**config.mk**
```make
export PLATFORM = sky130hd
export DESIGN_NAME = cmplx_mul_seq
export DESIGN_NICKNAME = d
export VERILOG_FILES = /design/src/rtl/cmplx_mul_seq_pkg.sv /design/src/rtl/vedic16.sv /design/src/rtl/cmplx_mul_seq.sv
export SDC_FILE = /design/constraint.sdc
export NUM_CORES = 1
export LEC_CHECK = 0
export CAP_MARGIN = 30
export CORE_ASPECT_RATIO = 1.4
export CORE_MARGIN = 10
export CORE_UTILIZATION = 43
export DETAILED_ROUTE_END_ITERATION = 8
export GPL_TIMING_DRIVEN = 0
export HOLD_SLACK_MARGIN = 0.02
export PLACE_DENSITY = 0.69
export SLEW_MARGIN = 5
export SYNTH_ARGS = -nofsm -noshare
export SYNTH_HDL_FRONTEND = slang
export SYNTH_SLANG_ARGS = --single-unit
```
**constraint.sdc**
```tcl
create_clock -name clk -period 10.7 [get_ports clk]
set_input_delay 2.14 -clock clk [delete_from_list [all_inputs] [get_ports clk]]
set_output_delay 2.14 -clock clk [all_outputs]
set_load 0.1 [all_outputs]
```
**src/rtl/cmplx_mul_seq_pkg.sv**
```systemverilog
// cmul_pkg: shared definitions for the sequential complex multiplier.
//   W  : operand width (fixed at 16 by vedic16)
//   PW : width of one partial product (2W)
//   RW : width of the result accumulators (2W+1)
//   state_t : FSM states. P4 is only reachable when CMUL_PROD_REG_EN is defined.
package cmul_pkg;

  localparam int W  = 16;
  localparam int PW = 2 * W;
  localparam int RW = 2 * W + 1;

  typedef enum logic [2:0] {
    IDLE = 3'd0,
    P0   = 3'd1,
    P1   = 3'd2,
    P2   = 3'd3,
    P3   = 3'd4,
    P4   = 3'd5,
    DONE = 3'd6
  } state_t;

endpackage

```
**src/rtl/vedic16.sv**
```systemverilog
// vedic16: combinational 16x16 unsigned multiplier.
// The product is built from four 8x8 partial products
// (vertical and crosswise decomposition).
// Ports:
//   a, b : 16-bit unsigned operands
//   p    : 32-bit unsigned product
module vedic16 (
  input  logic [15:0] a,
  input  logic [15:0] b,
  output logic [31:0] p
);

  logic [15:0] ll;
  logic [15:0] lh;
  logic [15:0] hl;
  logic [15:0] hh;

  assign ll = {8'b0, a[7:0]}  * {8'b0, b[7:0]};
  assign lh = {8'b0, a[7:0]}  * {8'b0, b[15:8]};
  assign hl = {8'b0, a[15:8]} * {8'b0, b[7:0]};
  assign hh = {8'b0, a[15:8]} * {8'b0, b[15:8]};

  // The full product always fits in 32 bits, so the sum cannot overflow.
  assign p = {hh, ll} + {8'b0, lh, 8'b0} + {8'b0, hl, 8'b0};

endmodule

```
**src/rtl/cmplx_mul_seq.sv**
```systemverilog
// cmplx_mul_seq: sequential complex multiplier.
// It computes (ar + j*ai) * (br + j*bi) using one vedic16 instance.
// The four partial products are issued on four successive cycles.
//   re = ar*br - ai*bi  (2W+1 bit two's complement)
//   im = ar*bi + ai*br  (2W+1 bit unsigned)
// Ports:
//   clk, rst            : rising-edge clock, synchronous active-high reset
//   in_valid / in_ready : operand handshake (in_ready is combinational)
//   ar, ai, br, bi      : unsigned operand components
//   out_valid/out_ready : result handshake
//   re, im              : result, held stable while out_valid && !out_ready
// Configuration macro CMUL_PROD_REG_EN:
//   Registers the multiplier output and adds a drain state P4.
//   Each product is applied one cycle after its operands are driven.
//   Results are identical; latency and period grow by one cycle.
module cmplx_mul_seq
  import cmul_pkg::*;
(
  input  logic          clk,
  input  logic          rst,
  input  logic          in_valid,
  output logic          in_ready,
  input  logic [W-1:0]  ar,
  input  logic [W-1:0]  ai,
  input  logic [W-1:0]  br,
  input  logic [W-1:0]  bi,
  output logic          out_valid,
  input  logic          out_ready,
  output logic [RW-1:0] re,
  output logic [RW-1:0] im
);

  state_t        state;
  logic [W-1:0]  ar_q, ai_q, br_q, bi_q;
  logic [RW-1:0] re_acc, im_acc;
  logic [W-1:0]  mul_a, mul_b;
  logic [PW-1:0] prod;
  logic [PW-1:0] acc_in;
  logic [RW-1:0] acc_ext;
  logic          accept;
  logic          term_en;
  logic [1:0]    term;

  // DONE with out_ready accepts new operands directly, avoiding an IDLE cycle.
  assign in_ready = (state == IDLE) || ((state == DONE) && out_ready);
  assign accept   = in_valid && in_ready;

  // Pick the partial-product operand pair for the current state.
  always_comb begin
    mul_a = ar_q;
    mul_b = br_q;
    case (state)
      P1:      begin mul_a = ai_q; mul_b = bi_q; end
      P2:      begin mul_a = ar_q; mul_b = bi_q; end
      P3:      begin mul_a = ai_q; mul_b = br_q; end
      default: begin mul_a = ar_q; mul_b = br_q; end
    endcase
  end

  vedic16 u_mul (
    .a (mul_a),
    .b (mul_b),
    .p (prod)
  );

`ifdef CMUL_PROD_REG_EN
  logic [PW-1:0] prod_q;

  always_ff @(posedge clk) begin
    if (rst) prod_q <= '0;
    else     prod_q <= prod;
  end

  assign acc_in = prod_q;
`else
  assign acc_in = prod;
`endif

  assign acc_ext = {1'b0, acc_in};

  // Select which accumulator term is applied this cycle.
  // With the product register, each term trails its operand state by one.
  always_comb begin
    term_en = 1'b1;
    term    = 2'd0;
    case (state)
`ifdef CMUL_PROD_REG_EN
      P1:      term = 2'd0;
      P2:      term = 2'd1;
      P3:      term = 2'd2;
      P4:      term = 2'd3;
`else
      P0:      term = 2'd0;
      P1:      term = 2'd1;
      P2:      term = 2'd2;
      P3:      term = 2'd3;
`endif
      default: term_en = 1'b0;
    endcase
  end

  // Control FSM, operand latches and the accumulators.
  always_ff @(posedge clk) begin
    if (rst) begin
      state     <= IDLE;
      out_valid <= 1'b0;
      re_acc    <= '0;
      im_acc    <= '0;
      ar_q      <= '0;
      ai_q      <= '0;
      br_q      <= '0;
      bi_q      <= '0;
    end else begin
      if (term_en) begin
        case (term)
          2'd0:    re_acc <= acc_ext;
          2'd1:    re_acc <= re_acc - acc_ext;
          2'd2:    im_acc <= acc_ext;
          default: im_acc <= im_acc + acc_ext;
        endcase
      end

      if (accept) begin
        ar_q <= ar;
        ai_q <= ai;
        br_q <= br;
        bi_q <= bi;
      end

      case (state)
        IDLE: if (accept) state <= P0;
        P0:   state <= P1;
        P1:   state <= P2;
        P2:   state <= P3;
`ifdef CMUL_PROD_REG_EN
        P3:   state <= P4;
        P4: begin
          state     <= DONE;
          out_valid <= 1'b1;
        end
`else
        P3: begin
          state     <= DONE;
          out_valid <= 1'b1;
        end
`endif
        DONE: begin
          if (out_ready) begin
            out_valid <= 1'b0;
            state     <= accept ? P0 : IDLE;
          end
        end
        default: state <= IDLE;
      endcase
    end
  end

  assign re = re_acc;
  assign im = im_acc;

endmodule

```
=== Word level (Yosys, flattened, before mapping) ===
Index checks and enable logic that the tools add are counted.

* Register bits: 134
* Bits of input ports: 68
* Output and inout port bits: 68
* Logic and storage cells: 53

* $add $sub $neg: 4
* $mul: 4
* Eq/ne operators: 9
* Multiplexer cells: 12
* Bitwise operators: 1
* Reductions and logical operators: 15

{| class="wikitable"
|+ Operators by type and width
! operator !! count
|-
| 33-bit case mux with 2 select lines || 2
|-
| 32-bit by 24-bit adder with 32-bit output || 2
|-
| 8-bit by 8-bit multiplier with 16-bit output || 4
|-
| 33-bit by 32-bit adder with 33-bit output || 1
|-
| 33-bit by 32-bit subtractor with 33-bit output || 1
|-
| 16-bit two-way mux || 2
|-
| 3-bit case mux with 6 select lines || 1
|-
| 2-bit AND reduction || 4
|-
| 3-bit by 2-bit == test with 1-bit output, second input constant || 2
|-
| 3-bit == test, second input constant || 2
|-
| 3-bit two-way mux || 2
|-
| 2-bit case mux with 3 select lines || 1
|-
| 2-bit OR reduction || 3
|-
| 2-bit inequality test, second input constant || 2
|-
| 2-bit nonzero test || 2
|-
| 4-bit OR reduction || 1
|-
| 3-bit by 1-bit == test with 1-bit output, second input constant || 1
|-
| 3-bit logical NOT || 1
|-
| 1-bit two-way mux || 3
|-
| 2-bit by 1-bit == test with 1-bit output, second input constant || 1
|-
| 2-bit == test, second input constant || 1
|-
| 1-bit logical AND || 2
|-
| 2-bit logical NOT || 1
|-
| 1-bit case mux with 2 select lines || 1
|-
| other kinds (2) || 2
|}

=== Logic depth before layout (Yosys ltp) ===
Gate-level depths: netlist of the first run.

* Depth in word-level cells: 8
* Gate-level depth with buffers: 52
* Mapped depth without buffers: 48

=== By module ===
Synthesis of the first run repeated with hierarchy kept, for this count alone.

* Cells, all modules: 2250
* Area, all modules: 18270.0 um2

{| class="wikitable"
|+ By module, submodules not included
! module !! instances !! cells an instance !! area an instance (um2) !! seq. area each (um2)
|-
| vedic16 || 1 || 1124 || 9499.1 || 0.0
|-
| cmplx_mul_seq || 1 || 1126 || 8770.9 || 2682.6
|}

=== Worst setup path after synthesis of the first run ===
No wires, ideal clock.

* Kind: reg2reg
* Start point: register state[0]
* End point: register re_acc[30], in the netlist re[30]
* Setup time: 0.103 ns
* Data arrival time: 10.813 ns
* Data required time: 10.597 ns
* Path slack: -0.216 ns
* Cell stages (with the launch flop): 52
* Buffers on the path: 4
* Clock period less this slack: 10.916 ns
* Cell sequence: dfxtp_1 -> clkbuf_1 -> nor2_1 -> and2_1 -> clkbuf_1 -> nor2_1 -> clkbuf_1 -> mux2i_1 -> clkbuf_1 -> nor2_1 -> fa_1 -> fa_1 -> inv_1 -> fa_1 -> fa_1 -> inv_1 -> ha_1 -> inv_1 -> [16 not listed] -> o21a_4 -> o21ai_0 -> nand2b_1 -> xnor2_1 -> ha_1 -> a211oi_1 -> o211ai_1 -> a31oi_1 -> inv_1 -> a31o_1 -> maj3_2 -> maj3_2 -> o2111ai_1 -> nand4_2 -> o211ai_2 -> and2_1 -> mux2i_1 -> a2111oi_2

* Word-level cells in the longest chain between the ends: 8
* Elaborated cells on any way between the ends: 23
* Those cells by class: add/sub: 3; mul: 4; eq/ne: 5; mux: 5; reduce/logical: 6

{| class="wikitable"
|+ RTL lines
! item !! line !! text
|-
| from (decl) || cmplx_mul_seq.sv:33 || <nowiki>state_t state;</nowiki>
|-
| from (signal assigned) || cmplx_mul_seq.sv:150 || <nowiki>state <= accept ? P0 : IDLE;</nowiki>
|-
| 3-bit == test or 3-bit by 2-bit == test with 1-bit output (tied branches) || cmplx_mul_seq.sv:52, cmplx_mul_seq.sv:86 ||
|-
| 2-bit OR reduction (no source line) || - ||
|-
| 16-bit two-way mux || cmplx_mul_seq.sv:52 || <nowiki>case (state)</nowiki>
|-
| 8-bit by 8-bit multiplier with 16-bit output (on tied branches) || vedic16.sv:18, vedic16.sv:19, vedic16.sv:21 ||
|-
| 32-bit by 24-bit adder with 32-bit output (2 in a row) || vedic16.sv:24 || <nowiki>assign p = {hh, ll} + {8'b0, lh, 8'b0} + {8'b0, hl, 8'b0};</nowiki>
|-
| 33-bit by 32-bit subtractor with 33-bit output || cmplx_mul_seq.sv:117 || <nowiki>2'd1: re_acc <= re_acc - acc_ext;</nowiki>
|-
| 33-bit case mux with 2 select lines || cmplx_mul_seq.sv:115 || <nowiki>case (term)</nowiki>
|-
| to (signal assigned) || cmplx_mul_seq.sv:116 || <nowiki>2'd0: re_acc <= acc_ext;</nowiki>
|-
| to (signal assigned) || cmplx_mul_seq.sv:117 ||
|-
| to (decl) || cmplx_mul_seq.sv:35 || <nowiki>logic [RW-1:0] re_acc, im_acc;</nowiki>
|}

Several ways; a longest one is shown, not always the timed one.
A chain may end at the register's enable or synchronous reset.

=== Worst setup path after layout of the first run ===
* Start point: register state[1]
* End point: register re_acc[32], in the netlist re[32]

The elaborated chain is that of the path after synthesis.

==> results.sh, run 1 <==
export IMPL_status="completed"
export IMPL_rows=89
export IMPL_dieArea_um2=51100
export IMPL_slew_viol_final=0
export IMPL_ctsLongestPathBuffers=2
export IMPL_irDropWorstVdd_uv=120
export IMPL_routed_via_density=5.62
export IMPL_maxCapViolCount=0
export IMPL_p_int_mw=1.63
export IMPL_final_area_um2=22100
export IMPL_critPathArrivalTime_ns=10.75
export IMPL_die_h_um=263
export IMPL_cp_common_cell="ha_1"
export IMPL_grt_pass1_wl_mm=94.4
export IMPL_place_area_um2=20300
export IMPL_first_global_vias=17900
export IMPL_r2r_cells=50
export IMPL_slowest_delay_ns=0.53
export IMPL_grt_use_total_pct=22.9
export IMPL_power_frac_clock_pct=19.2
export IMPL_tightest_slew_ns=0.983
export IMPL_holdCritStartpoint="ai_q[8]"
export IMPL_drc=0
export IMPL_yosysWarnings=0
export IMPL_p_switching_mw=1.54
export IMPL_cts_buffers=17
export IMPL_grtUsageMet3_pct=3.14
export IMPL_grt_busiest_layer="met2"
export IMPL_worst_r2r_setup_slack_ns=0.30
export IMPL_area_growth_pct=21.6
export IMPL_max_slew_margin_pct=32.6
export IMPL_clkSinkCount=134
export IMPL_drive_gt1_share_pct=12.0
export IMPL_async_reset_ff_share_pct=0
export IMPL_hold_violations=0
export IMPL_finalCriticalPeriod_ns=10.40
export IMPL_drt_iter0_drc=1004
export IMPL_syn_area_per_cell_um2=7.90
export IMPL_vias=17300
export IMPL_final_common_cell="nor2_1"
export IMPL_max_clock_freq_mhz=96.1
export IMPL_io_buffer_count=134
export IMPL_min_to="ai_q[8]"
export IMPL_crit_path_top_delay_cell="fa_1"
export IMPL_wl_per_cell_um=19.7
export IMPL_dp_hpwl_mm=48.2
export IMPL_hp_class="reg -> reg"
export IMPL_leakagePower_nw=10.3
export IMPL_ys_seq_area_share_pct=14.7
export IMPL_crit_path_start="state[1]"
export IMPL_core_area_um2=42000
export IMPL_floorplan_initialDensity_pct=43.4
export IMPL_power_frac_seq_pct=19.3
export IMPL_grt_ovfl_total=0
export IMPL_grt_max_degree=17
export IMPL_crit_reg2reg_launch="state[1]"
export IMPL_setup_viol=0
export IMPL_synth_cell_types=84
export IMPL_synth_fp_nets=2753
export IMPL_gp_congestion=0.964
export IMPL_grtUsageMet1_pct=24.1
export IMPL_syn_inst=2305
export IMPL_finClkSkew_ns=0.0158
export IMPL_final_cell_mix="nor2_1, inv_1, nand2_1, ha_1, a21oi_1"
export IMPL_synth_seq_cells=134
export IMPL_synth_top_flop_cell="dfxtp_1"
export IMPL_combPwrFrac_pct=61.5
export IMPL_antenna_left=0
export IMPL_synth_edf_count=0
export IMPL_required_ns=11.05
export IMPL_routed_wl_mm=60.8
export IMPL_cts_clk_slew_worst_paths_ns=0.07
export IMPL_first_pass_iters=5
export IMPL_htree_levels=4
export IMPL_path_class="reg -> reg"
export IMPL_cts_tree="done"
export IMPL_fin_crit_sh_pct=97.2
export IMPL_met2_usage_pct=40.9
export IMPL_startpoint_type="flop"
export IMPL_synth_area_um2=18200
export IMPL_pin_count=136
export IMPL_fp_dieW_um=194
export IMPL_diodes=0
export IMPL_reg2reg_to="re[32]"
export IMPL_switching_share_pct=48.5
export IMPL_clock_latency_ns=0.45
export IMPL_fin_total_pwr_mw=3.17
export IMPL_cp_max_fo=10
export IMPL_cts_hold_buf=0
export IMPL_hold_depth=2
export IMPL_end_kind="flop"
export IMPL_fillers=3886
export IMPL_nets=2972
export IMPL_antenna_found_initial=0
export IMPL_p_per_area_nw_per_um2=143
export IMPL_cts_root_buffer="clkbuf_16"
-- how the worst max path moves through the flow --
stage	endpoint	slack [ns]	cells past startpoint
3_5_place_dp	im[30]	-2.56	50
4_1_cts	re[32]	0.02	50
6_report	re[32]	0.30	50
5_1_grt	im[31]	-0.08	44
2_1_floorplan	re[30]	0.05	51
3_3_place_gp	im[30]	-2.44	50
-- synth_stat cells, types with 5 or more instances --
master / instances / area [µm²]
nor2_1: 311 / 1170
inv_1: 276 / 1040
nand2_1: 248 / 931
ha_1: 217 / 2720
a21oi_1: 188 / 941
fa_1: 163 / 3260
dfxtp_1: 134 / 2680
clkbuf_1: 88 / 330
o21ai_0: 70 / 350
xnor2_1: 68 / 596
a211oi_1: 50 / 375
a21o_1: 44 / 330
xor2_1: 42 / 368
mux2i_1: 38 / 380
nor3_1: 38 / 190
or2_2: 38 / 238
nand2b_1: 36 / 225
nand3_1: 23 / 115
o21bai_1: 20 / 150
o211ai_1: 15 / 113
nor2b_1: 12 / 75.1
o21a_1: 12 / 90.1
o22ai_1: 11 / 68.8
mux2_2: 10 / 113
a22oi_1: 9 / 67.6
a31oi_1: 7 / 43.8
and3_1: 7 / 43.8
clkbuf_8: 7 / 96.3
o41ai_1: 7 / 61.3
or3_1: 7 / 43.8
nand4_1: 6 / 37.5
nor3b_1: 6 / 45.0
maj3_1: 5 / 50.1
o2111ai_1: 5 / 43.8
o31ai_1: 5 / 37.5
-- kinds of logic (layout without fill, tap and decap cells) --
group	count (synthesis)	after routing	synth area share, %
multiplexers	48	48	2.71
buffers and inverters	383	615	8.51
flip-flops	134	134	14.7
XOR/XNOR	111	111	5.44
AND/OR/NAND/NOR	750	750	17.9
adder cells (fa/ha/maj)	387	387	33.2
AO/OA/AOI/OAI	492	492	17.5
-- critical path: cells and delay by family (launching register included) --
family	cells	cell delay, ns
compound gates	21	3.75
buf+inv	7	0.91
flops	1	0.38
xor+xnor	2	0.35
mux	1	0.27
simple gates	9	1.04
fa+ha+maj	10	3.62
-- routing by layer --
| layer | routed length, µm | up-vias |
|---|---|---|
| met1 | 22200 | 8355 |
| met2 | 30800 | 644 |
| li1 | - | 8101 |
| met5 | 0 | - |
| met3 | 3290 | 225 |
| met4 | 4560 | 0 |
-- power groups by stage --
stage | logic (mW) | clock network, mW | registers, mW
3_5_place_dp | 1.74 | 0 | 0.613
5_1_grt | 2.09 | 0.631 | 0.617
6_report | 1.95 | 0.609 | 0.612
3_3_place_gp | 1.71 | 0 | 0.611
2_1_floorplan | 1.08 | 0 | 0.817
4_1_cts | 1.84 | 0.612 | 0.609
-- sequential cells by signal, summed over array words and instances, names as in the netlist --
register / count
ar_q: 16
state: 3
bi_q: 16
out_valid: 1
re: 33
im: 33
ai_q: 16
br_q: 16
-- area by class of cell --
| type | count | area, µm² | area share, % |
|---|---|---|---|
| multi-input combinational | 1788 | 14600 | 65.9 |
| timing repair buffer | 204 | 1940 | 8.74 |
| tap | 546 | 683 | 3.09 |
| sequential | 134 | 2690 | 12.2 |
| clock inverter | 14 | 151 | 0.684 |
| buffer | 102 | 621 | 2.80 |
| inverter | 277 | 1040 | 4.70 |
| clock buffer | 18 | 429 | 1.94 |
-- per-stage QoR --
stage          utilization [%]  std cells  setup slack [ns]  setup TNS (ns)  hold WS [ns]
6_report                  52.7       3083             0.295               0         0.462
2_1_floorplan                -       2305            0.0537               0         0.436
3_5_place_dp              48.4       2992             -2.56          -53.71         0.447
3_3_place_gp              48.2       2985             -2.44          -50.29         0.443
5_1_grt                   52.7       3083           -0.0761          -0.165         0.479
4_1_cts                   51.2       3042            0.0234               0         0.457
-- repair_timing --
item                                    4_1_cts  5_1_grt
setup buffers                                22       41
endpoints found under the setup margin       34       19
pin swaps                                    14       40
gates resized for setup                     111       89
cloned                                        0        1
(Power assumes the default switching activity.)
==> inputs of run 2 (changes only) <==
--- a/config.mk
+++ b/config.mk
@@ -7,2 +7,4 @@
 export LEC_CHECK = 0
+export ABC_AREA = 1
+export ABC_CLOCK_PERIOD_IN_PS = 10700
 export CAP_MARGIN = 30
--- a/constraint.sdc
+++ b/constraint.sdc
@@ -3,2 +3,2 @@
 set_output_delay 2.14 -clock clk [all_outputs]
-set_load 0.1 [all_outputs]
+set_load 0.01 [all_outputs]
==> run 2 against run 1 <==
Compared with the run above: wire length decreased by 1.4%; power increased by 66%; sequential share of layout area increased by 0.49 points; synthesized area increased by 0.65%; synthesized cell count increased by 14%; critical path type unchanged.
==> results.sh, run 2 <==
export IMPL_end_kind="flop"
export IMPL_switching_share_pct=56.7
export IMPL_instances_no_fill=3365
export IMPL_final_common_cell="nand2_1"
export IMPL_p_int_mw=2.28
export IMPL_setup_viol=0
export IMPL_synth_top_flop_cell="dfxtp_1"
export IMPL_die_h_um=264
export IMPL_grt_use_total_pct=22.9
export IMPL_max_slew_margin_pct=30.1
export IMPL_grt_pass1_wl_mm=94.5
export IMPL_nets=3254
export IMPL_finClkSkew_ns=0.0164
export IMPL_yosysMostFrequentCell="nand2_1"
export IMPL_fin_tns_setup_ns=0
export IMPL_synth_area_um2=18300
export IMPL_antenna_found_initial=1
export IMPL_leakagePower_nw=10.7
export IMPL_cts_root_buffer="clkbuf_16"
export IMPL_syn_inst=2637
export IMPL_async_reset_ff_share_pct=0
export IMPL_dpl_cell_count=3327
export IMPL_synth_seq_cells=134
export IMPL_grt_ovfl_total=0
export IMPL_routed_wl_mm=60.0
export IMPL_final_cell_mix="nand2_1, inv_1, nor2_1, ha_1, o21ai_0"
export IMPL_power_frac_clock_pct=11.6
export IMPL_final_util_pct=50.4
export IMPL_gp_congestion=0.958
export IMPL_yosys_area_top_type="fa_1"
export IMPL_crit_path_top_delay_cell="fa_1"
export IMPL_pin_count=136
export IMPL_fillers=4205
export IMPL_antenna_left=0
export IMPL_slew_viol_final=0
export IMPL_maxCapViolCount=0
export IMPL_grt_max_degree=17
export IMPL_clock_latency_ns=0.47
export IMPL_worst_r2r_setup_slack_ns=0.53
export IMPL_synthTopCellsByArea="fa_1, ha_1, dfxtp_1"
export IMPL_routed_via_density=5.26
export IMPL_combPwrFrac_pct=75.6
export IMPL_p_switching_mw=2.98
export IMPL_cp_common_cell="nand2_1"
export IMPL_p_per_area_nw_per_um2=248
export IMPL_place_area_um2=20400
export IMPL_ctsLongestPathBuffers=2
export IMPL_htree_levels=4
export IMPL_dp_hpwl_mm=50.9
export IMPL_rows=89
export IMPL_clkSinkCount=134
export IMPL_area_growth_pct=15.9
export IMPL_cts_buffers=17
export IMPL_max_clock_freq_mhz=98.3
export IMPL_required_ns=11.02
export IMPL_dieArea_um2=51400
export IMPL_synth_edf_count=0
export IMPL_drc=0
export IMPL_final_area_um2=21200
export IMPL_cts_hold_buf=0
export IMPL_syn_area_per_cell_um2=6.95
export IMPL_synth_fp_nets=3085
export IMPL_status="completed"
export IMPL_yosysWarnings=0
export IMPL_drt_iter0_drc=935
export IMPL_vias=17700
export IMPL_floorplan_initialDensity_pct=43.5
export IMPL_startpoint_type="flop"
export IMPL_cts_clk_slew_worst_paths_ns=0.08
export IMPL_hp_class="reg -> reg"
export IMPL_hold_violations=0
export IMPL_diodes=0
export IMPL_tightest_slew_ns=1.05
export IMPL_finalCriticalPeriod_ns=10.17
export IMPL_irDropWorstVdd_uv=153
export IMPL_regArea_um2=2680
export IMPL_fp_dieW_um=194
export IMPL_synth_cell_types=54
export IMPL_first_pass_iters=5
export IMPL_fin_crit_sh_pct=95.0
export IMPL_multi_input_area_um2=13600
export IMPL_first_global_vias=18300
export IMPL_drive_gt1_share_pct=6.74
export IMPL_ys_top_cells_by_count="nand2_1, inv_1, nor2_1, ha_1, o21ai_0"
export IMPL_slowest_delay_ns=0.54
export IMPL_cts_tree="done"
export IMPL_io_buffer_count=135
export IMPL_core_area_um2=42100
export IMPL_power_frac_seq_pct=12.8
export IMPL_ys_seq_area_share_pct=14.6
export IMPL_yosys_area_top_type_share_pct=17.8
export IMPL_critPathArrivalTime_ns=10.49
export IMPL_pre_cts_ws_ns=-1.09
export IMPL_wl_per_cell_um=17.8
export IMPL_cp_max_fo=10
export IMPL_finalWorstSetupSlack_ns=0.530
export IMPL_path_class="reg -> reg"
==> run 2: changes by cell type after synthesis, sizes merged, moves of 37 or more <==
| cell | previous run | this run |
|---|---|---|
| nand2 | 248 | 499 |
| inv | 276 | 472 |
| o21ai | 71 | 218 |
| nand3 | 23 | 97 |
| a211oi | 50 | 1 |
| xnor2 | 68 | 20 |
| mux2i | 38 | 0 |
| nor2 | 311 | 348 |
==> run 2: final cells by class <==
class | count | area share, %
Multi-Input combinational cell | 1943 | 64.2
Sequential cell | 134 | 12.6
Inverter | 479 | 8.49
Timing Repair Buffer | 153 | 7.04
Tap cell | 546 | 3.22
Clock buffer | 18 | 2.07
Buffer | 78 | 1.69
Clock inverter | 14 | 0.601
==> run 2: metal layers <==
layer,vias to the layer above,GRT usage (%),routed length [µm]
li1,8705,-,-
met1,8235,23.5,22500
met2,600,41.2,29800
met3,163,3.88,3260
met4,0,16.5,4380
met5,-,0,0
==> run 2: critical path, delay by kind of cell, from the launching register on <==
family	cells	cell delay, ns
compound gates	8	1.49
simple gates	24	2.79
buf+inv	9	1.20
fa+ha+maj	8	3.52
xor+xnor	2	0.56
flops	1	0.41
==> run 2: stage by stage <==
step	total power [mW]	hold WS, ns
finish	5.27	0.449
global route	5.76	0.467
CTS	5.19	0.451
detailed placement	4.56	0.440
global placement	4.47	0.435
floorplan	3.44	0.425
==> run 2: final timing paths <==
kind                            cells after the start      from       end
worst min-delay path                                2  ar_q[13]  ar_q[13]
worst max-delay path                               51  state[0]    re[32]
worst max register to register                     51  state[0]    re[32]
worst min register to register                      2  ar_q[13]  ar_q[13]
==> run 2: logic make-up after synthesis <==
| logic type | count (synthesis) | synth area share (%) |
|---|---|---|
| buffers and inverters | 560 | 11.6 |
| DFF | 134 | 14.6 |
| and+or+nand+nor | 990 | 22.5 |
| adders and majority gates | 380 | 32.6 |
| xor gates and xnor gates | 77 | 3.82 |
| AOI/OAI and AO/OA | 496 | 14.8 |
==> run 2: repair_timing <==
action / in CTS / in global routing
gates resized for setup: 28 / 66
setup endpoints to repair: 19 / 24
gates cloned: 0 / 0
pin swaps: 0 / 3
setup buffers: 0 / 9
==> run 2: power by group through the flow <==
| stage | combinational, mW | sequential, mW | clock (mW) |
|---|---|---|---|
| after floorplan | 2.77 | 0.678 | 0 |
| after global routing | 4.44 | 0.686 | 0.629 |
| final | 3.98 | 0.676 | 0.610 |
| after detailed placement | 3.88 | 0.685 | 0 |
| after CTS | 3.91 | 0.674 | 0.612 |
| after global placement | 3.79 | 0.681 | 0 |
==> inputs of run 3 (changes only) <==
Settings changed: CORE_MARGIN 10 to unset.
==> run 3 against run 2 <==
Compared with the run above: clock power increased by 8.4%; largest power group unchanged; global-route usage up 4.3 points; design area is 0.19% higher; wire length fell by 3.5%; flip-flop and latch count unchanged; combinational power barely moved; clock-buffer cell count did not move; sequential power barely moved.
==> results.sh, run 3 (synthesized netlist as in run 2, its figures left out) <==
export IMPL_status="completed"
export IMPL_grt_max_degree=17
export IMPL_max_slew_margin_pct=30.8
export IMPL_regArea_um2=2680
export IMPL_first_global_vias=17900
export IMPL_finClkSkew_ns=0.0167
export IMPL_drc=0
export IMPL_grt_pass1_wl_mm=91.3
export IMPL_power_frac_clock_pct=12.4
export IMPL_final_common_cell="nand2_1"
export IMPL_dpl_cell_count=3326
export IMPL_path_class="reg -> reg"
export IMPL_rows=89
export IMPL_routed_wl_mm=57.8
export IMPL_diodes=0
export IMPL_setup_viol=0
export IMPL_first_pass_iters=8
export IMPL_power_frac_seq_pct=12.7
export IMPL_fp_dieW_um=176
export IMPL_critPathArrivalTime_ns=10.49
export IMPL_wl_per_cell_um=17.2
export IMPL_htree_levels=4
export IMPL_clkSinkCount=134
export IMPL_antenna_left=0
export IMPL_end_kind="flop"
export IMPL_ctsLongestPathBuffers=2
export IMPL_max_clock_freq_mhz=98.8
export IMPL_grt_ovfl_total=0
export IMPL_floorplan_initialDensity_pct=43.5
export IMPL_nets=3252
export IMPL_irDropWorstVdd_uv=183
export IMPL_cp_max_fo=10
export IMPL_multi_input_area_um2=13700
export IMPL_antenna_found_initial=0
export IMPL_hp_class="reg -> reg"
export IMPL_die_h_um=246
export IMPL_fillers=4162
export IMPL_area_growth_pct=16.1
export IMPL_cts_hold_buf=0
export IMPL_hold_violations=0
export IMPL_clock_latency_ns=0.47
export IMPL_grt_use_total_pct=27.2
export IMPL_final_cell_mix="nand2_1, inv_1, nor2_1, ha_1, o21ai_0"
export IMPL_whs_ns=0.450
export IMPL_final_util_pct=50.5
export IMPL_drt_iter0_drc=1001
export IMPL_combPwrFrac_pct=74.9
export IMPL_pin_count=136
export IMPL_p_per_area_nw_per_um2=251
export IMPL_finalCriticalPeriod_ns=10.12
export IMPL_fin_crit_sh_pct=94.5
export IMPL_cts_buffers=17
export IMPL_dp_hpwl_mm=48.5
export IMPL_tightest_slew_ns=1.04
export IMPL_crit_path_top_delay_cell="fa_1"
export IMPL_r2r_cells=53
export IMPL_switching_share_pct=56.4
export IMPL_io_buffer_count=135
export IMPL_cts_clk_slew_worst_paths_ns=0.08
export IMPL_p_switching_mw=3.01
export IMPL_slew_viol_final=0
export IMPL_routed_via_density=5.29
export IMPL_hold_depth=2
export IMPL_cts_tree="done"
export IMPL_leakagePower_nw=10.8
export IMPL_cp_common_cell="inv_1"
export IMPL_slowest_delay_ns=0.51
export IMPL_maxCapViolCount=0
export IMPL_startpoint_type="flop"
export IMPL_cts_root_buffer="clkbuf_16"
export IMPL_required_ns=11.07
export IMPL_instances_no_fill=3363
export IMPL_vias=17800
export IMPL_drive_gt1_share_pct=6.89
export IMPL_rsz0062_at_grt="true"
export IMPL_core_area_um2=42100
export IMPL_dieArea_um2=43400
export IMPL_p_int_mw=2.33
export IMPL_fin_total_pwr_mw=5.34
export IMPL_gp_congestion=0.975
-- run 3: final timing paths --
| kind | from | endpoint | slack (ns) |
|---|---|---|---|
| max | state[0] | im[31] | 0.58 |
| min | br_q[0] | br_q[0] | 0.45 |
| max reg2reg | state[0] | im[31] | 0.58 |
| min reg2reg | br_q[0] | br_q[0] | 0.45 |
-- run 3: routing by layer --
| metal | share of wire (%) | GRT usage [%] | vias to the layer above |
|---|---|---|---|
| met5 | 0 | 0 | - |
| met4 | 7.2 | 18.4 | 0 |
| met3 | 4.9 | 3.61 | 174 |
| met2 | 51 | 50.0 | 637 |
| met1 | 37 | 28.8 | 8289 |
| li1 | - | - | 8688 |
-- run 3: repair_timing --
item                       4_1_cts  5_1_grt
setup endpoints to repair       21       25
gates resized for setup         29       68
setup buffers                    0        7
pin swaps                        0        2
-- run 3: area by class of cell --
class                   instances  share of cell area, %
clock buffers                  18                   2.06
inverters                     479                   8.47
clock inverters                14                  0.859
flip-flops and latches        134                   12.6
multi-input cells            1943                   64.2
repair buffers                152                   6.91
well taps                     546                   3.21
plain buffers                  77                   1.66
-- run 3: power groups by stage --
stage,sequential [mW],combinational [mW],clock (mW)
6_report,0.677,4.00,0.661
4_1_cts,0.674,3.89,0.665
2_1_floorplan,0.678,2.77,0
3_5_place_dp,0.684,3.84,0
5_1_grt,0.686,4.45,0.681
3_3_place_gp,0.682,3.78,0
-- run 3: metrics by stage --
stage                     TNS, ns  area, µm²  worst slack, ns
final                           0      21300            0.584
after global routing       -0.150      21300           -0.102
after CTS                       0      21100           0.0169
after detailed placement    -8.64      20400            -1.02
after global placement      -7.92      20400           -0.996
after floorplan                 0      18300             1.85
-- run 3: worst max-delay path, delay by kind of cell (launching register included) --
family / cells / cell delay (ns)
adder cells (fa/ha/maj): 8 / 3.34
AO/OA/AOI/OAI: 15 / 2.40
buffers and inverters: 10 / 1.31
flip-flops: 1 / 0.37
AND/OR/NAND/NOR: 19 / 2.34
XOR/XNOR: 1 / 0.26
